--- config.mk ---
export PLATFORM = sky130hd
export DESIGN_NAME = reg_writeback_flat
export DESIGN_NICKNAME = d
export VERILOG_FILES = /design/src/rtl/reg_writeback_pkg.sv /design/src/rtl/reg_writeback_if.sv /design/src/rtl/reg_writeback_pend_fifo.sv /design/src/rtl/reg_writeback.sv /design/src/flat_wrapper.sv
export SDC_FILE = /design/constraint.sdc
export NUM_CORES = 1
export LEC_CHECK = 0
export CAP_MARGIN = 15
export CORE_UTILIZATION = 52
export DETAILED_ROUTE_END_ITERATION = 12
export PLACE_DENSITY = 0.86
export SETUP_SLACK_MARGIN = 0.4
export SYNTH_ARGS = -nofsm -noshare
export SYNTH_HDL_FRONTEND = slang
export SYNTH_SLANG_ARGS = --single-unit
--- constraint.sdc ---
create_clock -name clk -period 7.2 [get_ports clk]
set_input_delay 1.44 -clock clk [delete_from_list [all_inputs] [get_ports clk]]
set_output_delay 1.44 -clock clk [all_outputs]
set_load 0.005 [all_outputs]
--- src/rtl/reg_writeback_pkg.sv ---
// Shared types for the register-file writeback path: load modes, load
// descriptors and the byte-load formatter.
package reg_writeback_pkg;

  localparam int unsigned REG_COUNT = 8;
  localparam int unsigned DATA_W    = 16;
  localparam int unsigned DEST_W    = 3;

  typedef enum logic [1:0] {
    LD_WORD     = 2'b00,
    LD_BYTE_Z   = 2'b01,
    LD_BYTE_S   = 2'b10,
    LD_BYTE_INS = 2'b11
  } ld_mode_e;

  typedef struct packed {
    logic [DEST_W-1:0] dest;
    ld_mode_e          mode;
    logic              lane;
  } ld_desc_t;

  typedef struct packed {
    logic [DATA_W-1:0] data;
    logic              hb;
    logic              lb;
  } wr_fmt_t;

  // Select the addressed byte lane and extend or insert it according to mode.
  function automatic wr_fmt_t format_load(input ld_desc_t d, input logic [DATA_W-1:0] word);
    logic [7:0] b;
    wr_fmt_t    f;
    b    = d.lane ? word[15:8] : word[7:0];
    f.hb = 1'b1;
    f.lb = 1'b1;
    case (d.mode)
      LD_WORD:   f.data = word;
      LD_BYTE_Z: f.data = {8'h00, b};
      LD_BYTE_S: f.data = {{8{b[7]}}, b};
      default: begin
        f.data = {8'h00, b};
        f.hb   = 1'b0;
      end
    endcase
    return f;
  endfunction

endpackage

--- src/rtl/reg_writeback_if.sv ---
// Bundle of the ALU, load-issue, memory-response and register-file write
// port signals of the writeback stage.
interface reg_writeback_if;
  import reg_writeback_pkg::*;

  logic                 alu_valid;
  logic                 alu_ready;
  logic [DEST_W-1:0]    alu_dest;
  logic [DATA_W-1:0]    alu_data;
  logic                 alu_hb;
  logic                 alu_lb;

  logic                 ld_issue;
  logic                 ld_issue_ready;
  logic [DEST_W-1:0]    ld_dest;
  logic [1:0]           ld_mode;
  logic                 ld_lane;

  logic                 mem_rsp_valid;
  logic                 mem_rsp_ready;
  logic [DATA_W-1:0]    mem_rsp_data;

  logic                 rf_we;
  logic [DEST_W-1:0]    rf_dest;
  logic [DATA_W-1:0]    rf_data;
  logic                 rf_hb;
  logic                 rf_lb;
  logic [REG_COUNT-1:0] busy;

  // Environment side: drives requests, observes write port and busy.
  modport master (
    output alu_valid, alu_dest, alu_data, alu_hb, alu_lb,
    output ld_issue, ld_dest, ld_mode, ld_lane,
    output mem_rsp_valid, mem_rsp_data,
    input  alu_ready, ld_issue_ready, mem_rsp_ready,
    input  rf_we, rf_dest, rf_data, rf_hb, rf_lb, busy
  );

  // Writeback stage side.
  modport slave (
    input  alu_valid, alu_dest, alu_data, alu_hb, alu_lb,
    input  ld_issue, ld_dest, ld_mode, ld_lane,
    input  mem_rsp_valid, mem_rsp_data,
    output alu_ready, ld_issue_ready, mem_rsp_ready,
    output rf_we, rf_dest, rf_data, rf_hb, rf_lb, busy
  );

endinterface

--- src/rtl/reg_writeback_pend_fifo.sv ---
// Pending-load descriptor FIFO. Exposes every entry's valid flag and
// destination so the busy scoreboard can be formed without extra state.
module pend_fifo
  import reg_writeback_pkg::*;
#(
  parameter int unsigned DEPTH = 4
) (
  input  logic                          clk,
  input  logic                          reset,
  input  logic                          push_i,
  input  logic                          pop_i,
  input  ld_desc_t                      din_i,
  output logic                          full_o,
  output logic                          empty_o,
  output ld_desc_t                      head_o,
  output logic [DEPTH-1:0]              ent_valid_o,
  output logic [DEPTH-1:0][DEST_W-1:0]  ent_dest_o
);

  localparam int unsigned AW = $clog2(DEPTH);
  localparam int unsigned CW = AW + 1;

  ld_desc_t      mem_q [DEPTH];
  logic [AW-1:0] wr_ptr_q;
  logic [AW-1:0] rd_ptr_q;
  logic [CW-1:0] count_q;
  logic          do_push;
  logic          do_pop;
  logic [AW-1:0] off;

  // Fullness uses the current count, so a same-cycle pop does not admit a push.
  assign full_o  = (count_q == CW'(DEPTH));
  assign empty_o = (count_q == '0);
  assign do_push = push_i && !full_o;
  assign do_pop  = pop_i && !empty_o;
  assign head_o  = mem_q[rd_ptr_q];

  // Pointer and occupancy bookkeeping.
  always_ff @(posedge clk) begin
    if (reset) begin
      wr_ptr_q <= '0;
      rd_ptr_q <= '0;
      count_q  <= '0;
    end else begin
      if (do_push) wr_ptr_q <= wr_ptr_q + AW'(1);
      if (do_pop)  rd_ptr_q <= rd_ptr_q + AW'(1);
      case ({do_push, do_pop})
        2'b10:   count_q <= count_q + CW'(1);
        2'b01:   count_q <= count_q - CW'(1);
        default: count_q <= count_q;
      endcase
    end
  end

  // Descriptor storage; stale contents are masked by the entry valid flags.
  always_ff @(posedge clk) begin
    if (do_push) mem_q[wr_ptr_q] <= din_i;
  end

  // An entry is live when its distance from the read pointer is below the count.
  always_comb begin
    off         = '0;
    ent_valid_o = '0;
    ent_dest_o  = '0;
    for (int unsigned i = 0; i < DEPTH; i++) begin
      off            = AW'(i) - rd_ptr_q;
      ent_valid_o[i] = (CW'(off) < count_q);
      ent_dest_o[i]  = mem_q[i].dest;
    end
  end

endmodule

--- src/rtl/reg_writeback.sv ---
// Register-file writeback stage: merges ALU results with in-order load
// responses, formats byte loads and tracks registers with pending loads.
module reg_writeback
  import reg_writeback_pkg::*;
#(
  parameter int unsigned PEND_DEPTH = 4
) (
  input logic           clk,
  input logic           reset,
  reg_writeback_if.slave bus
);

  ld_desc_t                         issue_desc;
  ld_desc_t                         head;
  logic                             fifo_full;
  logic                             fifo_empty;
  logic [PEND_DEPTH-1:0]            ent_valid;
  logic [PEND_DEPTH-1:0][DEST_W-1:0] ent_dest;
  logic                             rsp_accept;
  logic                             alu_accept;
  wr_fmt_t                          ld_fmt;

  logic              rf_we_q,     rf_we_d;
  logic [DEST_W-1:0] rf_dest_q,   rf_dest_d;
  logic [DATA_W-1:0] rf_data_q,   rf_data_d;
  logic              rf_hb_q,     rf_hb_d;
  logic              rf_lb_q,     rf_lb_d;
  logic              from_load_q, from_load_d;
  logic [REG_COUNT-1:0] busy_c;

  assign issue_desc = '{dest: bus.ld_dest, mode: ld_mode_e'(bus.ld_mode), lane: bus.ld_lane};

  pend_fifo #(
    .DEPTH (PEND_DEPTH)
  ) u_pend_fifo (
    .clk         (clk),
    .reset       (reset),
    .push_i      (bus.ld_issue),
    .pop_i       (rsp_accept),
    .din_i       (issue_desc),
    .full_o      (fifo_full),
    .empty_o     (fifo_empty),
    .head_o      (head),
    .ent_valid_o (ent_valid),
    .ent_dest_o  (ent_dest)
  );

  // Load responses win the write port; the ALU waits while one is accepted.
  assign rsp_accept         = bus.mem_rsp_valid && !fifo_empty;
  assign alu_accept         = bus.alu_valid && !rsp_accept;
  assign bus.mem_rsp_ready  = !fifo_empty;
  assign bus.alu_ready      = !rsp_accept;
  assign bus.ld_issue_ready = !fifo_full;
  assign ld_fmt             = format_load(head, bus.mem_rsp_data);

  // Next write-port contents; non-write cycles hold the previous payload.
  always_comb begin
    rf_we_d     = 1'b0;
    from_load_d = 1'b0;
    rf_dest_d   = rf_dest_q;
    rf_data_d   = rf_data_q;
    rf_hb_d     = rf_hb_q;
    rf_lb_d     = rf_lb_q;
    if (rsp_accept) begin
      rf_we_d     = 1'b1;
      from_load_d = 1'b1;
      rf_dest_d   = head.dest;
      rf_data_d   = ld_fmt.data;
      rf_hb_d     = ld_fmt.hb;
      rf_lb_d     = ld_fmt.lb;
    end else if (alu_accept && (bus.alu_hb || bus.alu_lb)) begin
      rf_we_d     = 1'b1;
      rf_dest_d   = bus.alu_dest;
      rf_data_d   = bus.alu_data;
      rf_hb_d     = bus.alu_hb;
      rf_lb_d     = bus.alu_lb;
    end
  end

  // Registered write port.
  always_ff @(posedge clk) begin
    if (reset) begin
      rf_we_q     <= 1'b0;
      from_load_q <= 1'b0;
      rf_dest_q   <= '0;
      rf_data_q   <= '0;
      rf_hb_q     <= 1'b0;
      rf_lb_q     <= 1'b0;
    end else begin
      rf_we_q     <= rf_we_d;
      from_load_q <= from_load_d;
      rf_dest_q   <= rf_dest_d;
      rf_data_q   <= rf_data_d;
      rf_hb_q     <= rf_hb_d;
      rf_lb_q     <= rf_lb_d;
    end
  end

  // Busy covers queued loads plus a load whose write is on the port right now.
  always_comb begin
    busy_c = '0;
    for (int unsigned p = 0; p < PEND_DEPTH; p++) begin
      if (ent_valid[p]) busy_c[ent_dest[p]] = 1'b1;
    end
    if (rf_we_q && from_load_q) busy_c[rf_dest_q] = 1'b1;
  end

  assign bus.rf_we   = rf_we_q;
  assign bus.rf_dest = rf_dest_q;
  assign bus.rf_data = rf_data_q;
  assign bus.rf_hb   = rf_hb_q;
  assign bus.rf_lb   = rf_lb_q;
  assign bus.busy    = busy_c;

endmodule

--- src/flat_wrapper.sv ---
// flat-port wrapper written by rule: the top's interface ports become plain ports
module reg_writeback_flat import reg_writeback_pkg::*;
#(
  parameter int unsigned PEND_DEPTH = 4
)
  (clk, reset, bus_alu_valid, bus_alu_dest, bus_alu_data, bus_alu_hb, bus_alu_lb, bus_ld_issue, bus_ld_dest, bus_ld_mode, bus_ld_lane, bus_mem_rsp_valid, bus_mem_rsp_data, bus_alu_ready, bus_ld_issue_ready, bus_mem_rsp_ready, bus_rf_we, bus_rf_dest, bus_rf_data, bus_rf_hb, bus_rf_lb, bus_busy);
  reg_writeback_if bus_i ();
  input logic clk;
  input logic reset;
  input wire logic [$bits(bus_i.alu_valid)-1:0] bus_alu_valid;
  input wire logic [$bits(bus_i.alu_dest)-1:0] bus_alu_dest;
  input wire logic [$bits(bus_i.alu_data)-1:0] bus_alu_data;
  input wire logic [$bits(bus_i.alu_hb)-1:0] bus_alu_hb;
  input wire logic [$bits(bus_i.alu_lb)-1:0] bus_alu_lb;
  input wire logic [$bits(bus_i.ld_issue)-1:0] bus_ld_issue;
  input wire logic [$bits(bus_i.ld_dest)-1:0] bus_ld_dest;
  input wire logic [$bits(bus_i.ld_mode)-1:0] bus_ld_mode;
  input wire logic [$bits(bus_i.ld_lane)-1:0] bus_ld_lane;
  input wire logic [$bits(bus_i.mem_rsp_valid)-1:0] bus_mem_rsp_valid;
  input wire logic [$bits(bus_i.mem_rsp_data)-1:0] bus_mem_rsp_data;
  output wire logic [$bits(bus_i.alu_ready)-1:0] bus_alu_ready;
  output wire logic [$bits(bus_i.ld_issue_ready)-1:0] bus_ld_issue_ready;
  output wire logic [$bits(bus_i.mem_rsp_ready)-1:0] bus_mem_rsp_ready;
  output wire logic [$bits(bus_i.rf_we)-1:0] bus_rf_we;
  output wire logic [$bits(bus_i.rf_dest)-1:0] bus_rf_dest;
  output wire logic [$bits(bus_i.rf_data)-1:0] bus_rf_data;
  output wire logic [$bits(bus_i.rf_hb)-1:0] bus_rf_hb;
  output wire logic [$bits(bus_i.rf_lb)-1:0] bus_rf_lb;
  output wire logic [$bits(bus_i.busy)-1:0] bus_busy;
  assign bus_i.alu_valid = bus_alu_valid;
  assign bus_i.alu_dest = bus_alu_dest;
  assign bus_i.alu_data = bus_alu_data;
  assign bus_i.alu_hb = bus_alu_hb;
  assign bus_i.alu_lb = bus_alu_lb;
  assign bus_i.ld_issue = bus_ld_issue;
  assign bus_i.ld_dest = bus_ld_dest;
  assign bus_i.ld_mode = bus_ld_mode;
  assign bus_i.ld_lane = bus_ld_lane;
  assign bus_i.mem_rsp_valid = bus_mem_rsp_valid;
  assign bus_i.mem_rsp_data = bus_mem_rsp_data;
  assign bus_alu_ready = bus_i.alu_ready;
  assign bus_ld_issue_ready = bus_i.ld_issue_ready;
  assign bus_mem_rsp_ready = bus_i.mem_rsp_ready;
  assign bus_rf_we = bus_i.rf_we;
  assign bus_rf_dest = bus_i.rf_dest;
  assign bus_rf_data = bus_i.rf_data;
  assign bus_rf_hb = bus_i.rf_hb;
  assign bus_rf_lb = bus_i.rf_lb;
  assign bus_busy = bus_i.busy;
  reg_writeback #(.PEND_DEPTH(PEND_DEPTH)) u_core (.clk(clk), .reset(reset), .bus(bus_i));
endmodule
==> key figures <==
Run status
  – Status: finished clean

Timing
  – Fmax: 237.3 MHz
  – Setup TNS: 0 ps
  – RSZ-0062 raised after global routing: false
  – Setup violations, final: 0
  – Clock skew: between 10 and 15 ps
  – Worst relative slew slack: 0.4650
  – Post-route minimum period: 4214 ps
  – Slew Viols, Final: 0
  – Hold Fails Final Rpt: 0
  – Final period util: 0.5853
  – Worst-margin pin slew: 802.5 ps

Global routing
  – First-pass GRT wire length: about 12 mm
  – Vias in the first global route: roughly 2400
  – Largest net degree at the start of global routing: 32
  – Antenna violations before repair: 0
  – Congestion Overflow GR: 0
  – All-layer global routing usage: 0.2546

Power
  – Sequential power share: 0.364
  – Clock share of power: 0.163
  – Pwr dens: about 330 mW/mm^2
  – Max IR drop VDD: about 0.00023 V
  – Static Leak: around 1.5 nW
  – Int Power: between 0.8 and 0.9 mW
  – NetSw: about 0.45 mW
  – Net Sw Frac: 0.3545
  – Combinational cell fraction of total power: 0.473

Drt
  – Drt total wl: 7.280 mm
  – Drt first-iter violations: 213
  – DR WL/cell: between 15 and 20 um
  – Via-to-Cell Ratio: roughly 5.8
  – Total DRC errors in the routed layout: 0
  – Via Count: between 2000 and 3000
  – Post-route ant nets: 0
  – Drt pass-1 iters: 4

Job
  – Max cap viols: 0

Floorplan
  – Io pins: 81
  – Die height: between 70 and 80 um
  – Chip width: 76.80 um
  – Initial Util: 0.5554
  – Rows: 26
  – Core ar.: ~0.0052 mm^2
  – Die area: roughly 0.0059 mm^2

Placed design
  – Gpl congestion: ~0.86
  – Placed Area: 0.003752 mm^2
  – DPL Wire Length: approximately 5.5 mm
  – Input/output buffers: 80

Worst setup path
  – Crit path top cell by count: clkdlybuf4s50_1
  – Critical-path top delay cell: clkdlybuf4s50_1
  – R2R Setup Slk: 4440 ps
  – Worst endpoint required time: around 5800 ps
  – WP data arrival: between 2000 and 3000 ps
  – R2r worst-path depth: 10
  – CP max stage delay: between 500 and 600 ps
  – Crit path max-delay family: buffers and inverters
  – CP Cell Sequence: clkdlybuf4s50_1, nand2_1, buf_4, clkdlybuf4s50_1
  – Crit-path max FO: 29
  – CP Class: in2out
  – Nature of the critical path startpoint: input port
  – Reg2reg start: u_core.u_pend_fifo.count_q[2]
  – Crit. End Element: output pin
  – CP Buf/Inv Count: 3
  – RR Endpoint: u_core.u_pend_fifo.count_q[2]

Clock tree
  – Hold_buf cts: 0
  – Clock-pin slew on the worst setup and hold paths: 90 ps
  – CTS tree: yes
  – Clock Sinks: 56
  – CTS buffer count: 5
  – Post-CTS Resized: 0
  – CTS max path bufs: 2
  – H-tree depth: 2
  – Root Driver: clkbuf_8
  – Clk_lat worst skew: approximately 320 ps
  – Setup Buffers After CTS: 0

Yosys
  – Flops & latches, synth: 56
  – Post-synth EDFFs: 24
  – Top-area cell type share of the netlist area: 0.2477
  – Syn Area/Cell: approximately 10 um^2
  – Syn Inst Count: between 200 and 300
  – Mapped Area: around 0.0029 mm^2
  – Synthesized net count: 348
  – Syn. warnings: 0
  – Post-synth top area cell: edfxtp_1
  – Top post-synthesis cells by area: edfxtp_1 25%, dfxtp_1 22%, nand2_1 6.5%
  – Yosys cell types: 40
  – Synth Flop Type: dfxtp_1
  – Asr flop ratio synth: 0
  – Post-synthesis sequential area ratio: 0.4680

Hold path
  – Hold path cells: 2
  – Hold Path Class: reg2reg
  – Hold EP: u_core.bus.rf_lb
  – Hold path start: u_core.bus.rf_lb

Final layout
  – Nets: 426
  – # diodes: 0
  – Synth-to-layout area growth: 33.89%
  – Layout cells sized above 1: 0.07317
  – Finished Cell Area: between 0.003 and 0.004 mm^2
-- worst register-to-register path, stage by stage, from the launching register on --
cell and delay (ps):
dfxtp_1 500, or3_1 200, nand2_1 60, buf_4 220, inv_1 390, ha_1 270
inv_1 60, fa_1 370, xor2_1 160, or3_1 300, a21oi_1 140
-- kinds of logic (layout without fill, tap and decap cells) --
group | Yosys count | in the layout | share of synthesized area
AND/OR/NAND/NOR | 113 | 113 | 0.1871
AO/OA/AOI/OAI | 60 | 60 | 0.1428
flip-flops | 56 | 56 | 0.4680
multiplexers | 23 | 23 | 0.1049
buffers and inverters | 22 | 101 | 0.03355
adder cells (fa/ha/maj) | 10 | 10 | 0.04559
XOR/XNOR | 6 | 6 | 0.01806
-- how the worst max path moves through the flow --
stage	start	end	cells after the start
after floorplan	bus_mem_rsp_valid	bus_alu_ready	3
after global placement	bus_mem_rsp_valid	bus_alu_ready	4
after detailed placement	bus_mem_rsp_valid	bus_alu_ready	4
after CTS	u_core.u_pend_fifo.rd_ptr_q[0]	bus_busy[5]	8
after global routing	u_core.u_pend_fifo.rd_ptr_q[0]	bus_busy[5]	8
final	bus_mem_rsp_valid	bus_alu_ready	4
-- through the flow --
step	setup slack, ps	util	hold slack (ps)	instances	total power [mW]
6_report	2986	0.7437	488.1	439	1.281
2_1_floorplan	3938	-	469.2	290	0.8197
5_1_grt	2837	0.7437	528.5	439	1.368
3_5_place_dp	2996	0.7164	473.8	430	1.072
3_3_place_gp	3008	0.7164	466.7	430	1.052
4_1_cts	2969	0.7384	487.3	438	1.280
-- layout by cell type (no fill, tap or decap), types with 7 or more instances in the layout --
cell type,netlist,routed
a21oi_1,16,16
a221oi_1,8,8
a31o_2,8,8
clkdlybuf4s50_1,0,80
dfxtp_1,32,32
edfxtp_1,24,24
ha_1,9,9
inv_1,10,10
mux2i_1,17,17
nand2_1,50,50
nand2b_1,9,9
nor2_1,17,17
nor3b_1,7,7
o21ai_0,7,7
or3_1,7,7
-- per-layer routing --
metal | share of wire | vias to the layer above | global-route usage
met5 | 0 | - | 0
met4 | 0.012 | 0 | 0.07308
met3 | 0.074 | 7 | 0.05119
met2 | 0.47 | 101 | 0.4107
met1 | 0.45 | 1206 | 0.3456
li1 | - | 1219 | -
-- layout make-up --
type                    count  area (um^2)
repair buffers             83        843.3
well taps                  70        87.58
fillers                   371         1343
clock inverters             3        46.29
inverters                  10        37.54
clock buffers               5        68.82
multi-input cells         212         1450
flip-flops and latches     56         1361
-- cells in the mapped netlist (6+ instances only) --
master    number
o22ai_1        6
dfxtp_1       32
inv_1         10
ha_1           9
a21oi_1       16
nor2_1        17
nor3b_1        7
and3_1         6
or3_1          7
mux2i_1       17
mux4_2         6
o21ai_0        7
clkbuf_1       6
edfxtp_1      24
nor3_1         6
nand2_1       50
a221oi_1       8
nand2b_1       9
a31o_2         8
-- power by group through the flow --
| stage | logic (mW) | clock network, mW | registers (mW) |
|---|---|---|---|
| after global placement | 0.583 | 0 | 0.469 |
| after floorplan | 0.366 | 0 | 0.453 |
| final | 0.606 | 0.209 | 0.466 |
| after CTS | 0.602 | 0.212 | 0.466 |
| after global routing | 0.663 | 0.228 | 0.477 |
| after detailed placement | 0.598 | 0 | 0.474 |
-- sequential cells by signal (all words and copies together) (netlist names), named ones only --
signal                       count
u_core.bus.rf_data              16
u_core.bus.rf_dest               3
u_core.bus.rf_hb                 1
u_core.bus.rf_lb                 1
u_core.bus.rf_we                 1
u_core.from_load_q               1
u_core.u_pend_fifo.count_q       3
u_core.u_pend_fifo.mem_q        24
u_core.u_pend_fifo.rd_ptr_q      2
u_core.u_pend_fifo.wr_ptr_q      2
No activity file was read; power rests on OpenSTA's default activity.
